File: config.mk
export PLATFORM = sky130hd
export DESIGN_NAME = spi_txn_scheduler
export DESIGN_NICKNAME = d
export VERILOG_FILES = /design/src/rtl/spi_pkg.sv /design/src/rtl/spi_sclk_gen.sv /design/src/rtl/spi_txn_scheduler.sv
export SDC_FILE = /design/constraint.sdc
export NUM_CORES = 1
export LEC_CHECK = 0
export BUFFER_PORTS_ARGS = -buffer_cell sky130_fd_sc_hd__buf_2
export CORE_MARGIN = 4
export CORE_UTILIZATION = 40
export CTS_CLUSTER_DIAMETER = 150
export DETAILED_ROUTE_END_ITERATION = 7
export GPL_TIMING_DRIVEN = 1
export PLACE_DENSITY = 0.66
export SLEW_MARGIN = 20
export SYNTH_ARGS = -nofsm -noshare
export SYNTH_HDL_FRONTEND = slang
export SYNTH_SLANG_ARGS = --single-unit
File: constraint.sdc
create_clock -name clk -period 2.7 [get_ports clk]
set_input_delay 0.27 -clock clk [delete_from_list [all_inputs] [get_ports clk]]
set_output_delay 0.27 -clock clk [all_outputs]
set_load 0.02 [all_outputs]
File: src/rtl/spi_pkg.sv
// Shared types and constants for the SPI transaction scheduler.
`timescale 1ns/1ps
package spi_pkg;
  localparam int DATA_W_DEF = 16;
  localparam int NUM_REQ = 2;
  localparam logic [NUM_REQ-1:0] CS_IDLE = 2'b11;

  typedef enum logic [1:0] {
    IDLE  = 2'd0,
    SETUP = 2'd1,
    SHIFT = 2'd2,
    HOLD  = 2'd3
  } spi_state_e;
endpackage

File: src/rtl/spi_sclk_gen.sv
// SCLK divider: toggles sclk every CLK_DIV enabled cycles and flags the
// cycle before each edge so the scheduler can act on the same clk edge.
`timescale 1ns/1ps
module spi_sclk_gen #(
  parameter int CLK_DIV = 2
) (
  input  logic clk,
  input  logic reset,
  input  logic en,
  output logic sclk,
  output logic rise_stb,
  output logic fall_stb
);
  logic [7:0] div_cnt;
  logic       tc;

  assign tc       = en && (div_cnt == 8'(CLK_DIV - 1));
  assign rise_stb = tc && !sclk;
  assign fall_stb = tc && sclk;

  // Disabling clears the divider so every SHIFT phase starts from a clean half-period.
  always_ff @(posedge clk or posedge reset) begin
    if (reset) begin
      div_cnt <= '0;
      sclk    <= 1'b0;
    end else if (!en) begin
      div_cnt <= '0;
      sclk    <= 1'b0;
    end else if (tc) begin
      div_cnt <= '0;
      sclk    <= ~sclk;
    end else begin
      div_cnt <= div_cnt + 8'd1;
    end
  end
endmodule

File: src/rtl/spi_txn_scheduler.sv
// Two-requester SPI master: round-robin arbitration, chip-select ownership,
// and one full-duplex MSB-first mode-0 word transfer per grant.
`timescale 1ns/1ps
module spi_txn_scheduler
  import spi_pkg::*;
#(
  parameter int DATA_W  = DATA_W_DEF,
  parameter int CLK_DIV = 2
) (
  input  logic               clk,
  input  logic               reset,
  input  logic [NUM_REQ-1:0] req,
  input  logic [DATA_W-1:0]  tx_data0,
  input  logic [DATA_W-1:0]  tx_data1,
  output logic [NUM_REQ-1:0] ack,
  output logic [NUM_REQ-1:0] done,
  output logic [DATA_W-1:0]  rx_data,
  output logic               owner,
  output logic               busy,
  output logic               sclk,
  output logic               mosi,
  input  logic               miso,
  output logic [NUM_REQ-1:0] cs_n,
  output spi_state_e         dbg_state
);
  localparam int BW = $clog2(DATA_W + 1);

  if (CLK_DIV < 1 || CLK_DIV > 255) begin : g_bad_clk_div
    $error("spi_txn_scheduler: CLK_DIV must be in 1..255");
  end

  spi_state_e        state;
  logic [BW-1:0]     bit_cnt;
  logic [7:0]        wait_cnt;
  logic [DATA_W-1:0] tx_sr;
  logic [DATA_W-1:0] rx_sr;
  logic              rise_stb;
  logic              fall_stb;
  logic              winner;
  logic [DATA_W-1:0] tx_sel;

  spi_sclk_gen #(.CLK_DIV(CLK_DIV)) u_sclk_gen (
    .clk      (clk),
    .reset    (reset),
    .en       (state == SHIFT),
    .sclk     (sclk),
    .rise_stb (rise_stb),
    .fall_stb (fall_stb)
  );

  // On a tie the requester that did not win last time goes next.
  always_comb begin
    winner = owner;
    case (req)
      2'b01:   winner = 1'b0;
      2'b10:   winner = 1'b1;
      2'b11:   winner = ~owner;
      default: winner = owner;
    endcase
    tx_sel = winner ? tx_data1 : tx_data0;
  end

  assign busy      = (state != IDLE);
  assign dbg_state = state;

  always_ff @(posedge clk or posedge reset) begin
    if (reset) begin
      state    <= IDLE;
      ack      <= '0;
      done     <= '0;
      rx_data  <= '0;
      owner    <= 1'b1;
      mosi     <= 1'b0;
      cs_n     <= CS_IDLE;
      bit_cnt  <= '0;
      wait_cnt <= '0;
      tx_sr    <= '0;
      rx_sr    <= '0;
    end else begin
      ack  <= '0;
      done <= '0;
      case (state)
        IDLE: begin
          if (|req) begin
            ack      <= NUM_REQ'(1) << winner;
            owner    <= winner;
            tx_sr    <= tx_sel;
            mosi     <= tx_sel[DATA_W-1];
            cs_n     <= ~(NUM_REQ'(1) << winner);
            bit_cnt  <= '0;
            wait_cnt <= '0;
            state    <= SETUP;
          end
        end
        SETUP: begin
          if (wait_cnt == 8'(CLK_DIV - 1)) begin
            wait_cnt <= '0;
            state    <= SHIFT;
          end else begin
            wait_cnt <= wait_cnt + 8'd1;
          end
        end
        SHIFT: begin
          if (rise_stb) begin
            rx_sr   <= {rx_sr[DATA_W-2:0], miso};
            bit_cnt <= bit_cnt + BW'(1);
          end
          // The falling edge after the last capture ends the shift phase.
          if (fall_stb) begin
            if (bit_cnt == BW'(DATA_W)) begin
              state <= HOLD;
            end else begin
              tx_sr <= tx_sr << 1;
              mosi  <= tx_sr[DATA_W-2];
            end
          end
        end
        HOLD: begin
          if (wait_cnt == 8'(CLK_DIV - 1)) begin
            wait_cnt <= '0;
            cs_n     <= CS_IDLE;
            rx_data  <= rx_sr;
            done     <= NUM_REQ'(1) << owner;
            mosi     <= 1'b0;
            state    <= IDLE;
          end else begin
            wait_cnt <= wait_cnt + 8'd1;
          end
        end
        default: state <= IDLE;
      endcase
    end
  end
endmodule

== Word-level counts from Yosys, hierarchy flattened ==
Cells that the tools add are included.
Cells by class
  add/subtract/negate cells: 3
  equality and inequality tests: 17
  shifts and indexed selects: 2
  mux-type cells: 34
  bitwise operators: 3
  reduce and logical (&&, ||, !) cells: 21
Operator list (number)
  15-bit 2-to-1 mux: 3
  8-bit 2-to-1 mux: 4
  15-bit one-hot mux with 2 select lines: 1
  2-bit 2-to-1 mux: 11
  8-bit by 1-bit adder with 8-bit output, second input constant: 2
  8-bit by 1-bit equality test with 1-bit output, second input constant: 2
  16-bit 2-to-1 mux: 1
  2-bit inequality test, second input constant: 8
  8-bit one-hot mux with 2 select lines: 1
  5-bit 2-to-1 mux: 2
  5-bit one-hot mux with 2 select lines: 1
  5-bit AND reduction: 2
  2-bit equality test, second input constant: 4
  2-bit one-hot mux with 4 select lines: 1
  2-bit AND reduction: 4
  2-bit nonzero test: 4
  1-bit 2-to-1 mux: 6
  1-bit one-hot mux with 3 select lines: 2
  3-bit AND reduction: 2
  5-bit by 1-bit adder with 5-bit output, second input constant: 1
  5-bit equality test, second input constant: 1
  2-bit by 1-bit equality test with 1-bit output, second input constant: 2
  2-bit one-hot mux with 2 select lines: 1
  4-bit AND reduction: 1
  other kinds (8): 13
Storage, ports and cells
  register bits: 79
  input port bits: 37
  output and inout port bits: 28
  logic and storage cells: 93

== Longest topological paths before layout ==
  word-level depth: 6
  mapped depth: 10
  gate-level depth less buffers: 7

== Cells and area by module ==
A second synthesis with hierarchy kept.
Second synthesis, totals
  cells, all modules: 347
  area total of the unflattened synthesis: 3848.7 sq um
Modules (own cells, without submodules)
  spi_txn_scheduler: times used 1, cells each 300, area an instance 3402.0 sq um, seq. area each 1755.4 sq um
  spi_sclk_gen: times used 1, cells each 47, area an instance 446.7 sq um, seq. area each 225.2 sq um

== Worst setup path after synthesis ==
Ideal clock, no wire load.
  path type: reg2reg
  start: register state[0] (netlist: dbg_state[0])
  end: register tx_sr[1]
  library setup time: 128 ps
  arrival time: 2177 ps
  data required time: 2572 ps
  setup slack: 395 ps
  stages on the path, launching flop included: 10
  path buffers: 3
  period minus slack after synthesis: 2305 ps
  cells stage by stage: dfrtp_1 > inv_1 > ha_1 > buf_2 > or3b_1 > o21ai_0 > a21o_1 > buf_2 > buf_4 > mux2_1
Between the ends
  cells in the longest elaborated chain, start to end: 5
  elaborated cells on any way between the ends: 10
  classes of those cells: eq/ne (4); mux (1); reduce/logical (5)
RTL lines
  start, declared: RTL line spi_txn_scheduler.sv:32  | spi_state_e state;
  start signal, assigned: RTL line spi_txn_scheduler.sv:68  | state <= IDLE;
  start signal, assigned: RTL line spi_txn_scheduler.sv:92  | state <= SETUP;
  start signal, assigned: RTL line spi_txn_scheduler.sv:98  | state <= SHIFT;
  2-bit equality test: RTL line spi_txn_scheduler.sv:45, spi_txn_scheduler.sv:82
  1-bit logical AND: RTL line spi_sclk_gen.sv:17  | assign tc = en && (div_cnt == 8'(CLK_DIV - 1));
  1-bit logical AND: RTL line spi_sclk_gen.sv:19  | assign fall_stb = tc && sclk;
  2-bit inequality test (no line)
  4-bit AND reduction (no line)
  end signal, assigned: RTL line spi_txn_scheduler.sv:87  | tx_sr <= tx_sel;
  end signal, assigned: RTL line spi_txn_scheduler.sv:113  | tx_sr <= tx_sr << 1;
  end, declared: RTL line spi_txn_scheduler.sv:35  | logic [DATA_W-1:0] tx_sr;
Several ways; a longest one is shown, not always the timed one.
A chain may end at the register's enable or synchronous reset.

== Worst setup path after layout ==
  start: register wait_cnt[1]
  end: register state[1] (netlist: dbg_state[1])
Between the ends
  cells in the longest elaborated chain, start to end: 3
  elaborated cells on any way between the ends: 4
  classes of those cells: eq/ne (3); reduce/logical (1)
RTL lines
  start, declared: RTL line spi_txn_scheduler.sv:34  | logic [7:0] wait_cnt;
  start signal, assigned: RTL line spi_txn_scheduler.sv:100  | wait_cnt <= wait_cnt + 8'd1;
  start signal, assigned: RTL line spi_txn_scheduler.sv:127  | wait_cnt <= wait_cnt + 8'd1;
  8-bit by 1-bit equality test with 1-bit output (*): RTL line spi_txn_scheduler.sv:96, spi_txn_scheduler.sv:119
  2-bit inequality test (no line)
  5-bit AND reduction (no line) (*)
  end signal, assigned: RTL line spi_txn_scheduler.sv:98
  end signal, assigned: RTL line spi_txn_scheduler.sv:125  | state <= IDLE;
  end signal, assigned: RTL line spi_txn_scheduler.sv:130  | default: state <= IDLE;
Mark *: on every way between the ends. The rest lies on a longest branch, timed or not.

==> flow_summary_export.csv <==
group,metric,value,unit
detailed_routing,route.detailed.drc,0,
power,total_leakage_power,2.25,nW
timing,fin_crit_sh,86.0,%
place,gp_congestion,0.792,
logic_synthesis,synth.top_cell.area_share,50.0,%
global_route,grt_pass1_vias,2633,
clocking,numCtsBuffers,9,
clocking,insertion_delay,0.35,ns
outcome,violations,"negative hold slack",
global_route,grt_overflow,0,
detailed_routing,wl,7090,um
finish,nets,433,
timing,holdWs,-0.00486,ns
timing,fmax,431,MHz
logic_synthesis,synth.most_common_cell,"dfrtp_1",
clocking,postCtsSetupRepairBufs,0,
floorplanning,coreArea,9240,um^2
finish,final_cells,520,
logic_synthesis,synth_top_area_cell,"dfrtp_1",
clocking,cts-root-buf,"clkbuf_8",
logic_synthesis,synth_enable_flop_cells,0,
setup_path,r2r_end,"dbg_state[1]",
logic_synthesis,yosys-top-cells-count,"76 x dfrtp_1, 30 x mux2_2, 25 x nand2_1",
finish,area_growth,17.6,%
logic_synthesis,synth_ff_type,"dfrtp_1",
setup_path,cp.required,2.93,ns
detailed_routing,vias,2548,
global_route,antenna_found_initial,0,
place,io_buffers,64,
floorplanning,start_util,41.1,%
detailed_routing,antenna_left,0,
setup_path,crit_path_start,"wait_cnt[1]",
timing,relSlewSlack,47.7,%
clocking,cts_sinks,79,
timing,tightest_slew,0.782,ns
detailed_routing,vias_per_cell,4.90,
logic_synthesis,yosysSeqAreaShare,52.1,%
logic_synthesis,synth_area_leaders,"dfrtp_1 50%, mux2_2 8.9%, mux2i_1 4.5%",
timing,fin_crit,2.32,ns
logic_synthesis,ys_ff_latch,79,
setup_path,crit_type,"reg -> reg",
logic_synthesis,synth.distinct_cells,50,
job,cap_violations,0,
logic_synthesis,yosysWarnings,0,
setup_path,reg2regPathDepth,7,
place,dp_cells,504,
clocking,cts_htree_levels,3,
global_route,grt_pass1_wl,12600,um
setup_path,critPathMaxFanout,5,
timing,maxSlewViolCount,0,
power,power_density,969,nW/um^2
timing,skew,0.0117,ns
setup_path,path_cells,"inv_1 > ha_1 > or4b_4 > nor4_4 > nor2_2 > a211oi_2 > mux2_1",
timing,layout_setup_ws,0.377,ns
setup_path,r2r_start,"wait_cnt[1]",
power,p_total,4.33,mW
clocking,clk_pin_slew,0.09,ns
clocking,clk_path_buf_depth,2,
logic_synthesis,syn_inst,319,
logic_synthesis,avgSynthCellArea,11.9,um^2
floorplanning,die_w,105,um
setup_path,cp_slowest_cell,"or4b_4",
outcome,status,"finished with violations",
global_route,grt_max_degree,80,
timing,fin_setup_tns,0,ns
logic_synthesis,syn_area,3800,um^2
logic_synthesis,synth_nets,366,
logic_synthesis,synthArstFlopShare,100,%
setup_path,rrSetupSlack,0.38,ns
floorplanning,die-area,11100,um^2
detailed_routing,routedWlPerCell,13.6,um
clocking,hold_buffers,0,
worst_hold_path,hold_class,"in -> async",
detailed_routing,first_pass_iters,4,
setup_path,worstPathArrival,2.55,ns
timing,finalHoldViolations,7,
finish,antennaDiodeCount,0,
place,post-dp-hpwl,5020,um
setup_path,cp-start-kind,"register",
place,preCtsSetupSlack,0.374,ns
setup_path,endpoint,"dbg_state[1]",
floorplanning,die_h,105,um
global_route,grt_usage,14.0,%
timing,setup_viol,0,
clocking,cts_tree,"yes",
detailed_routing,first_iter_violations,139,
power,vdd_drop_max,0.000436,V
clocking,cts_resized,0,
setup_path,slowest_delay,0.47,ns
setup_path,endpoint_kind,"register",
floorplanning,boundaryPins,65,
timing,rsz0062_at_grt,"false",
finish,layout-drive-gt1-share,35.8,%
floorplanning,rows,35,
==> critical path, delay by kind of cell (launching register included) <==
| kind | cells | cell delay, ns |
|---|---|---|
| simple gates | 3 | 0.94 |
| flops | 1 | 0.42 |
| mux | 1 | 0.35 |
| compound gates | 1 | 0.29 |
| fa+ha+maj | 1 | 0.13 |
| buf+inv | 1 | 0.07 |
==> layout by cell type (no fill, tap or decap), drive strengths merged, types with 2 or more instances in the layout <==
cell type,count
o21ai,23
dfstp,3
inv,14
nand2,26
a22o,3
xnor2,5
nor2,23
nand3,8
mux2,48
buf,69
nor3,2
ha,10
xor2,7
nor4,2
nand4,5
clkinvlp,2
o21a,3
and2,3
mux2i,17
a21o,3
nor3b,2
and3,7
nor4b,2
a21oi,3
clkbuf,9
dfrtp,76
==> registers in the layout, indices dropped and copies added, names as in the netlist <==
| signal | flops |
|---|---|
| u_sclk_gen.div_cnt | 8 |
| mosi | 1 |
| rx_sr | 16 |
| ack | 2 |
| dbg_state | 2 |
| rx_data | 16 |
| tx_sr | 15 |
| wait_cnt | 8 |
| cs_n | 2 |
| bit_cnt | 5 |
| owner | 1 |
| done | 2 |
| u_sclk_gen.sclk | 1 |
==> layout make-up <==
class                           instances  area [um^2]
Clock inverter                          7         80.1
Tap cell                              129          161
Fill cell                             860         4770
Multi-Input combinational cell        216         1710
Sequential cell                        79         1980
Clock buffer                            9          124
Timing Repair Buffer                   69          370
Inverter                               11         41.3
==> cell families (layout without fill, tap and decap cells) <==
kind of cell | after synthesis | after routing | synth area share [%]
adder cells (fa/ha/maj) | 10 | 10 | 3.29
AO/OA/AOI/OAI | 42 | 42 | 7.11
AND/OR/NAND/NOR | 87 | 87 | 12.3
flip-flops | 79 | 79 | 52.1
multiplexers | 65 | 65 | 19.6
buffers and inverters | 24 | 96 | 2.86
XOR/XNOR | 12 | 12 | 2.76
==> metal layers <==
| metal | track usage [%] | share of wire (%) | routed length [um] | vias up |
|---|---|---|---|---|
| met5 | 0 | 0 | 0 | - |
| met4 | 6.75 | 1.6 | 114 | 0 |
| met3 | 3.61 | 5.8 | 413 | 9 |
| met2 | 21.3 | 47 | 3340 | 63 |
| met1 | 18.4 | 45 | 3230 | 1229 |
| li1 | - | - | - | 1247 |
==> power breakdown <==
part | leakage, nW | internal [mW] | switching (mW)
clock | 0.0968 | 0.438 | 0.456
combinational | 1.11 | 0.778 | 0.963
sequential | 1.04 | 1.49 | 0.201
total | 2.25 | 2.71 | 1.62
==> metrics by stage <==
stage	utilization, %	instance area [um^2]	hold slack (ns)
after floorplan	-	3800	0.364
after global placement	46.2	4270	0.393
after detailed placement	46.2	4270	0.401
after CTS	48.4	4470	0.000770
after global routing	48.4	4470	0.00932
final	48.4	4470	-0.00486
==> worst min path at each step <==
stage	start	to	slack [ns]	cells after the start
after floorplan	req[0]	ack[1]	0.36	1
final	reset	rx_data[9]	-0.005	3
after global routing	reset	rx_data[9]	0.009	3
after CTS	reset	rx_data[9]	0.0008	3
after global placement	reset	rx_data[9]	0.39	3
after detailed placement	reset	rx_data[10]	0.40	3
(Power assumes the default switching activity.)
